**src/rtl/parity_stream_gen_pkg.sv**
```systemverilog
// Shared parity constants and the word-parity helper for the parity stream path.
package parity_pkg;

    localparam logic PAR_EVEN  = 1'b0;
    localparam logic PAR_ODD   = 1'b1;
    // Widest payload par_bit accepts; narrower words are zero-extended, which leaves parity unchanged.
    localparam int   PAR_MAX_W = 64;

    // Parity bit that makes {data, p} even (mode=PAR_EVEN) or odd (mode=PAR_ODD).
    function automatic logic par_bit(input logic [PAR_MAX_W-1:0] data, input logic mode);
        return (mode == PAR_ODD) ? ~(^data) : (^data);
    endfunction

endpackage

```
**src/rtl/parity_stream_gen_if.sv**
```systemverilog
// Stream bundle for the parity generator: upstream word channel plus downstream coded channel.
interface parity_stream_gen_if #(
    parameter int DATA_WIDTH = 8
);
    logic                  s_valid;
    logic                  s_ready;
    logic [DATA_WIDTH-1:0] s_data;
    logic                  s_last;
    logic                  odd_sel;
    logic                  m_valid;
    logic                  m_ready;
    logic [DATA_WIDTH:0]   m_data;
    logic                  m_last;
    logic                  m_frame_par;

    // Block side: consumes the s channel, produces the m channel.
    modport slave (
        input  s_valid, s_data, s_last, odd_sel, m_ready,
        output s_ready, m_valid, m_data, m_last, m_frame_par
    );

    // Environment side: source on s, sink on m.
    modport master (
        output s_valid, s_data, s_last, odd_sel, m_ready,
        input  s_ready, m_valid, m_data, m_last, m_frame_par
    );
endinterface

```
**src/rtl/parity_stream_gen_skid_fifo.sv**
```systemverilog
// Two-entry synchronous FIFO; head is read straight from storage registers.
module parity_skid_fifo #(
    parameter int WIDTH = 11
) (
    input  logic             clk,
    input  logic             rst_n,
    input  logic             push,
    input  logic [WIDTH-1:0] din,
    input  logic             pop,
    output logic [WIDTH-1:0] dout,
    output logic             valid,
    output logic [1:0]       count
);
    logic [WIDTH-1:0] mem [2];
    logic             rd_ptr;
    logic             wr_ptr;
    logic             do_push;
    logic             do_pop;

    // Full and empty are guarded here too, so a stray request can never corrupt the count.
    assign do_push = push && (count != 2'd2);
    assign do_pop  = pop && (count != 2'd0);
    assign valid   = (count != 2'd0);
    // Empty FIFO presents zeros so m_data/m_last/m_frame_par are quiet when nothing is held.
    assign dout    = valid ? mem[rd_ptr] : '0;

    // Storage, pointers and occupancy; push and pop together leave the count unchanged.
    always_ff @(posedge clk) begin
        if (!rst_n) begin
            mem[0] <= '0;
            mem[1] <= '0;
            rd_ptr <= 1'b0;
            wr_ptr <= 1'b0;
            count  <= 2'd0;
        end else begin
            if (do_push) begin
                mem[wr_ptr] <= din;
                wr_ptr      <= ~wr_ptr;
            end
            if (do_pop) rd_ptr <= ~rd_ptr;
            case ({do_push, do_pop})
                2'b10:   count <= count + 2'd1;
                2'b01:   count <= count - 2'd1;
                default: count <= count;
            endcase
        end
    end
endmodule

```
**src/rtl/parity_stream_gen.sv**
```systemverilog
// Streaming parity generator: appends a per-word parity LSB, tracks frame parity, and buffers
// through a 2-entry queue so s_ready never depends combinationally on m_ready.
module parity_stream_gen
    import parity_pkg::*;
#(
    parameter int DATA_WIDTH = 8,
    parameter int CNT_WIDTH  = 16
) (
    input  logic                 clk,
    input  logic                 rst_n,
    parity_stream_gen_if.slave   bus,
    output logic [CNT_WIDTH-1:0] frame_cnt
);
    localparam int FW = DATA_WIDTH + 3;

    logic          rdy_en;
    logic          in_frame;
    logic          mode;
    logic          acc;
    logic [1:0]    count;
    logic          fvalid;
    logic [FW-1:0] din;
    logic [FW-1:0] dout;
    logic          push;
    logic          pop;
    logic          mode_eff;
    logic          data_par;
    logic          word_par;
    logic          frame_bit;

    // First beat of a frame uses the live odd_sel; later beats use the latched mode.
    assign mode_eff  = in_frame ? mode : bus.odd_sel;
    assign data_par  = ^bus.s_data;
    assign word_par  = par_bit(PAR_MAX_W'(bus.s_data), mode_eff);
    assign frame_bit = bus.s_last ? (acc ^ data_par ^ mode_eff) : 1'b0;
    assign din       = {bus.s_data, word_par, bus.s_last, frame_bit};

    assign bus.s_ready = rdy_en && (count != 2'd2);
    assign push        = bus.s_valid && bus.s_ready;
    assign pop         = fvalid && bus.m_ready;

    assign bus.m_valid = fvalid;
    assign {bus.m_data, bus.m_last, bus.m_frame_par} = dout;

    parity_skid_fifo #(.WIDTH(FW)) u_fifo (
        .clk   (clk),
        .rst_n (rst_n),
        .push  (push),
        .din   (din),
        .pop   (pop),
        .dout  (dout),
        .valid (fvalid),
        .count (count)
    );

    // Frame tracking: mode latch, running data parity, and the post-reset ready enable.
    always_ff @(posedge clk) begin
        if (!rst_n) begin
            rdy_en   <= 1'b0;
            in_frame <= 1'b0;
            mode     <= PAR_EVEN;
            acc      <= 1'b0;
        end else begin
            rdy_en <= 1'b1;
            if (push) begin
                if (!in_frame) mode <= bus.odd_sel;
                if (bus.s_last) begin
                    in_frame <= 1'b0;
                    acc      <= 1'b0;
                end else begin
                    in_frame <= 1'b1;
                    acc      <= acc ^ data_par;
                end
            end
        end
    end

    // Count frames once their last beat has actually left the block.
    always_ff @(posedge clk) begin
        if (!rst_n) frame_cnt <= '0;
        else if (pop && bus.m_last) frame_cnt <= frame_cnt + CNT_WIDTH'(1);
    end
endmodule
```
**src/flat_wrapper.sv**
```systemverilog
// flat-port wrapper written by rule: the top's interface ports become plain ports
module parity_stream_gen_flat import parity_pkg::*;
#(
    parameter int DATA_WIDTH = 8,
    parameter int CNT_WIDTH  = 16
)
  (clk, rst_n, frame_cnt, bus_s_valid, bus_s_data, bus_s_last, bus_odd_sel, bus_m_ready, bus_s_ready, bus_m_valid, bus_m_data, bus_m_last, bus_m_frame_par);
  parity_stream_gen_if #(.DATA_WIDTH(DATA_WIDTH)) bus_i ();
  input  logic clk;
  input  logic rst_n;
  output logic [CNT_WIDTH-1:0] frame_cnt;
  input wire logic [$bits(bus_i.s_valid)-1:0] bus_s_valid;
  input wire logic [$bits(bus_i.s_data)-1:0] bus_s_data;
  input wire logic [$bits(bus_i.s_last)-1:0] bus_s_last;
  input wire logic [$bits(bus_i.odd_sel)-1:0] bus_odd_sel;
  input wire logic [$bits(bus_i.m_ready)-1:0] bus_m_ready;
  output wire logic [$bits(bus_i.s_ready)-1:0] bus_s_ready;
  output wire logic [$bits(bus_i.m_valid)-1:0] bus_m_valid;
  output wire logic [$bits(bus_i.m_data)-1:0] bus_m_data;
  output wire logic [$bits(bus_i.m_last)-1:0] bus_m_last;
  output wire logic [$bits(bus_i.m_frame_par)-1:0] bus_m_frame_par;
  assign bus_i.s_valid = bus_s_valid;
  assign bus_i.s_data = bus_s_data;
  assign bus_i.s_last = bus_s_last;
  assign bus_i.odd_sel = bus_odd_sel;
  assign bus_i.m_ready = bus_m_ready;
  assign bus_s_ready = bus_i.s_ready;
  assign bus_m_valid = bus_i.m_valid;
  assign bus_m_data = bus_i.m_data;
  assign bus_m_last = bus_i.m_last;
  assign bus_m_frame_par = bus_i.m_frame_par;
  parity_stream_gen #(.DATA_WIDTH(DATA_WIDTH), .CNT_WIDTH(CNT_WIDTH)) u_core (.clk(clk), .rst_n(rst_n), .bus(bus_i), .frame_cnt(frame_cnt));
endmodule
```
**config.mk**
```make
export PLATFORM = sky130hd
export DESIGN_NAME = parity_stream_gen_flat
export DESIGN_NICKNAME = d
export VERILOG_FILES = /design/src/rtl/parity_stream_gen_pkg.sv /design/src/rtl/parity_stream_gen_if.sv /design/src/rtl/parity_stream_gen_skid_fifo.sv /design/src/rtl/parity_stream_gen.sv /design/src/flat_wrapper.sv
export SDC_FILE = /design/constraint.sdc
export NUM_CORES = 1
export LEC_CHECK = 0
export CORE_ASPECT_RATIO = 1.1
export CORE_MARGIN = 4
export CORE_UTILIZATION = 45
export DETAILED_ROUTE_END_ITERATION = 7
export PLACE_DENSITY = 0.74
export SYNTH_ARGS = -nofsm -noshare
export SYNTH_HDL_FRONTEND = slang
export SYNTH_SLANG_ARGS = --single-unit
```
**constraint.sdc**
```tcl
create_clock -name clk -period 1.9 [get_ports clk]
set_input_delay 0.285 -clock clk [delete_from_list [all_inputs] [get_ports clk]]
set_output_delay 0.285 -clock clk [all_outputs]
set_load 0.05 [all_outputs]
```
==> flow_metrics.py <==
metrics = {
    "pwr": {
        "max-vdd-ir-drop_mv": 0.595,
        "power.leakage_nw": 1.18,
        "powerDensity_nw_per_um2": 1070,
    },
    "timing": {
        "fmax_mhz": 544,
        "timing.hold.ws_ns": 0.501,
        "clock_skew_ns": 0.00796,
        "min_period_over_period": 0.968,
        "fin_ws_ns": 0.0613,
        "finalHoldViolations": 0,
        "fin_crit_ns": 1.84,
        "slew_violations": 0,
        "relSlewSlack": 0.641,
        "setup_viol": 0,
        "rsz0062_at_grt": "yes",
        "worstMarginPinSlew_ns": 0.538,
    },
    "finish": {
        "fin_nets": 283,
        "final_cells": 324,
        "utilization": 0.640,
        "seqCellArea_um2": 1160,
        "antenna_cells": 0,
        "layout-drive-gt1-share": 0.172,
        "area_growth_pct": 36.5,
        "multiInputGateArea_um2": 983,
        "n_fill_cell": 385,
    },
    "synthesis": {
        "synth.cells.most_frequent": "27 x and2_1, 25 x dfxtp_1, 24 x nor2_1, 22 x edfxtp_1, 17 x xnor2_1",
        "syn_nets": 222,
        "async_reset_ff_frac": 0,
        "synthAdderAreaFrac": 0.0114,
        "yosysTopAreaCellShare": 0.301,
        "synth_ff_type": "dfxtp_1",
        "synth_top_area_cell": "edfxtp_1",
        "ys_ff_latch": 47,
        "synth_xor_area_frac": 0.119,
        "synthTopCellsByArea": "edfxtp_1 30%, dfxtp_1 23%, and2_1 7.7%",
        "synth_area_um2": 2190,
        "synth.avg_cell_area_um2": 10.7,
        "synth_top_family_by_area": "simple AND/OR/NAND/NOR gates",
        "yosysSeqAreaShare": 0.529,
        "synthMuxAreaShare": 0.0547,
        "synth_edf_count": 22,
        "yosysUniqueCellTypes": 36,
        "synth_compound_area_frac": 0.0336,
        "yosys.area_share.simple": 0.228,
        "synth_warnings": 0,
        "yosysMostFrequentCell": "and2_1",
        "synth_cells": 206,
    },
    "drt": {
        "wl_per_cell_um": 12.9,
        "antenna_left": 0,
        "firstDrtPassIters": 4,
        "drt_iter0_drc": 40,
        "route.detailed.drc": 0,
        "vias": 1592,
        "viasPerCell": 4.91,
        "wl_mm": 4.19,
    },
    "floorplan": {
        "core-area_um2": 4680,
        "die_w_um": 74.6,
        "die_y_um": 81.2,
        "start_util": 0.468,
        "num_rows": 26,
        "dieArea_um2": 6060,
        "pin_count": 43,
    },
    "clocking": {
        "htreeDepth": 2,
        "post_cts_buffers": 0,
        "numCtsBuffers": 5,
        "cts_tree": "yes",
        "worstSkewPairLatency_ns": 0.29,
        "numClockSinks": 47,
        "clk_pin_slew_ns": 0.09,
        "cts_buffer_depth": 2,
        "cts_root_buf": "clkbuf_8",
        "ctsHoldBuffers": 0,
    },
    "place": {
        "io_buffers": 42,
        "dp_hpwl_mm": 3.24,
        "post-place-ws_ns": -0.139,
        "globalplace.congestion": 0.744,
        "dp.cells": 316,
    },
    "setup_path": {
        "end_kind": "primary output",
        "max_stage_delay_ns": 0.84,
        "cp.depth": 1,
        "reg2reg_depth": 7,
        "crit_arrival_ns": 1.55,
        "cp_num_buf_inv": 1,
        "r2r-end": "u_core.u_fifo.count[1]$_SDFFE_PN0P_",
        "start_kind": "flop",
        "worstPathRequired_ns": 1.62,
        "critPathTopFamily": "buffers and inverters",
        "worst_path_max_delay_cell": "clkdlybuf4s50_1",
        "path_cells": "clkdlybuf4s50_1",
        "regToRegSetupSlack_ns": 0.18,
        "r2r_start": "u_core.u_fifo.count[0]$_SDFFE_PN0P_",
        "crit_fanout": 6,
        "worstSetupPathType": "reg2out",
    },
    "global_route": {
        "overflow": 0,
        "track_usage": 0.154,
        "grt_max_degree": 15,
        "antenna_found_initial": 0,
        "grt_pass1_wl_mm": 6.98,
        "grt_pass1_vias": 1531,
    },
    "worst_hold_path": {
        "min_path_cells": 2,
        "min_path_type": "reg2reg",
        "min_to": "u_core.mode$_SDFFE_PN0P_",
        "hold_path_startpoint": "u_core.mode$_SDFFE_PN0P_",
    },
    "run_status": {
        "status": "finished, final reports clean",
    },
    "run": {
        "cap_violations": 0,
    },
}
[layer usage]
metal	vias up	GRT usage	share of wire
met4	0	0.0534	0.0074
met3	2	0.0446	0.045
met2	27	0.275	0.54
met1	749	0.172	0.41
li1	814	-	-
met5	-	0	0
[how the worst max path moves through the flow]
stage	endpoint	slack (ns)	from
finish	frame_cnt[9]	0.06	u_core.frame_cnt[9]$_SDFFE_PN0P_
global route	bus_m_data[2]	-0.02	u_core.u_fifo.count[0]$_SDFFE_PN0P_
CTS	frame_cnt[9]	0.05	u_core.frame_cnt[9]$_SDFFE_PN0P_
detailed placement	u_core.u_fifo.mem[1][0]$_SDFFCE_PN0P_	-0.14	bus_s_data[2]
global placement	u_core.u_fifo.mem[0][0]$_SDFFCE_PN0P_	-0.11	bus_s_data[6]
floorplan	bus_m_data[0]	0.04	flop
[metrics by stage]
step	power (mW)	setup TNS, ns	cell area [um^2]
floorplan	1.99	0	2190
global placement	2.51	-0.327	2890
detailed placement	2.53	-0.462	2890
CTS	3.24	0	3000
global route	3.37	-0.0550	3000
finish	3.20	0	3000
[state kept, by name (all words and copies together) (netlist names), named ones only]
register              cells
u_core.acc                1
u_core.u_fifo.count       2
u_core.rdy_en             1
u_core.frame_cnt         16
u_core.u_fifo.rd_ptr      1
u_core.u_fifo.mem        22
u_core.in_frame           1
u_core.mode               1
u_core.u_fifo.wr_ptr      1
[where the power goes]
| group | total, mW | switching, mW | internal [mW] | leakage [nW] |
|---|---|---|---|---|
| logic | 1.29 | 0.714 | 0.578 | 0.688 |
| registers | 1.21 | 0.0590 | 1.15 | 0.433 |
| clock network | 0.701 | 0.316 | 0.385 | 0.0556 |
[final cells by class]
class                      instances  area share
sequential                        47       0.387
multi-input combinational        146       0.328
timing repair buffer              60       0.216
tap                               56      0.0234
clock buffer                       5      0.0230
clock inverter                     3      0.0129
inverter                           7     0.00877
[what timing repair did]
action                                 CTS  global route
setup endpoints to repair               12             5
endpoints found under the hold margin    0             0
gates resized for setup                  1             0
[cell families (layout without fill, tap and decap cells)]
kind of cell / Yosys count / after routing
AO/OA/AOI/OAI: 12 / 12
XOR/XNOR: 27 / 27
adder cells (fa/ha/maj): 2 / 2
buffers and inverters: 13 / 75
flip-flops: 47 / 47
multiplexers: 12 / 12
AND/OR/NAND/NOR: 93 / 93
[cells in the final DEF (no fill, tap or decap), drive strengths merged, types with 6 or more instances in the layout]
| master | instances |
|---|---|
| inv | 6 |
| xnor2 | 18 |
| clkdlybuf4s50 | 29 |
| mux2i | 12 |
| nor2 | 24 |
| and2 | 29 |
| edfxtp | 22 |
| nand2 | 11 |
| buf | 31 |
| nand3 | 8 |
| o21ai | 6 |
| xor2 | 8 |
| dfxtp | 25 |
(Power assumes the default switching activity.)
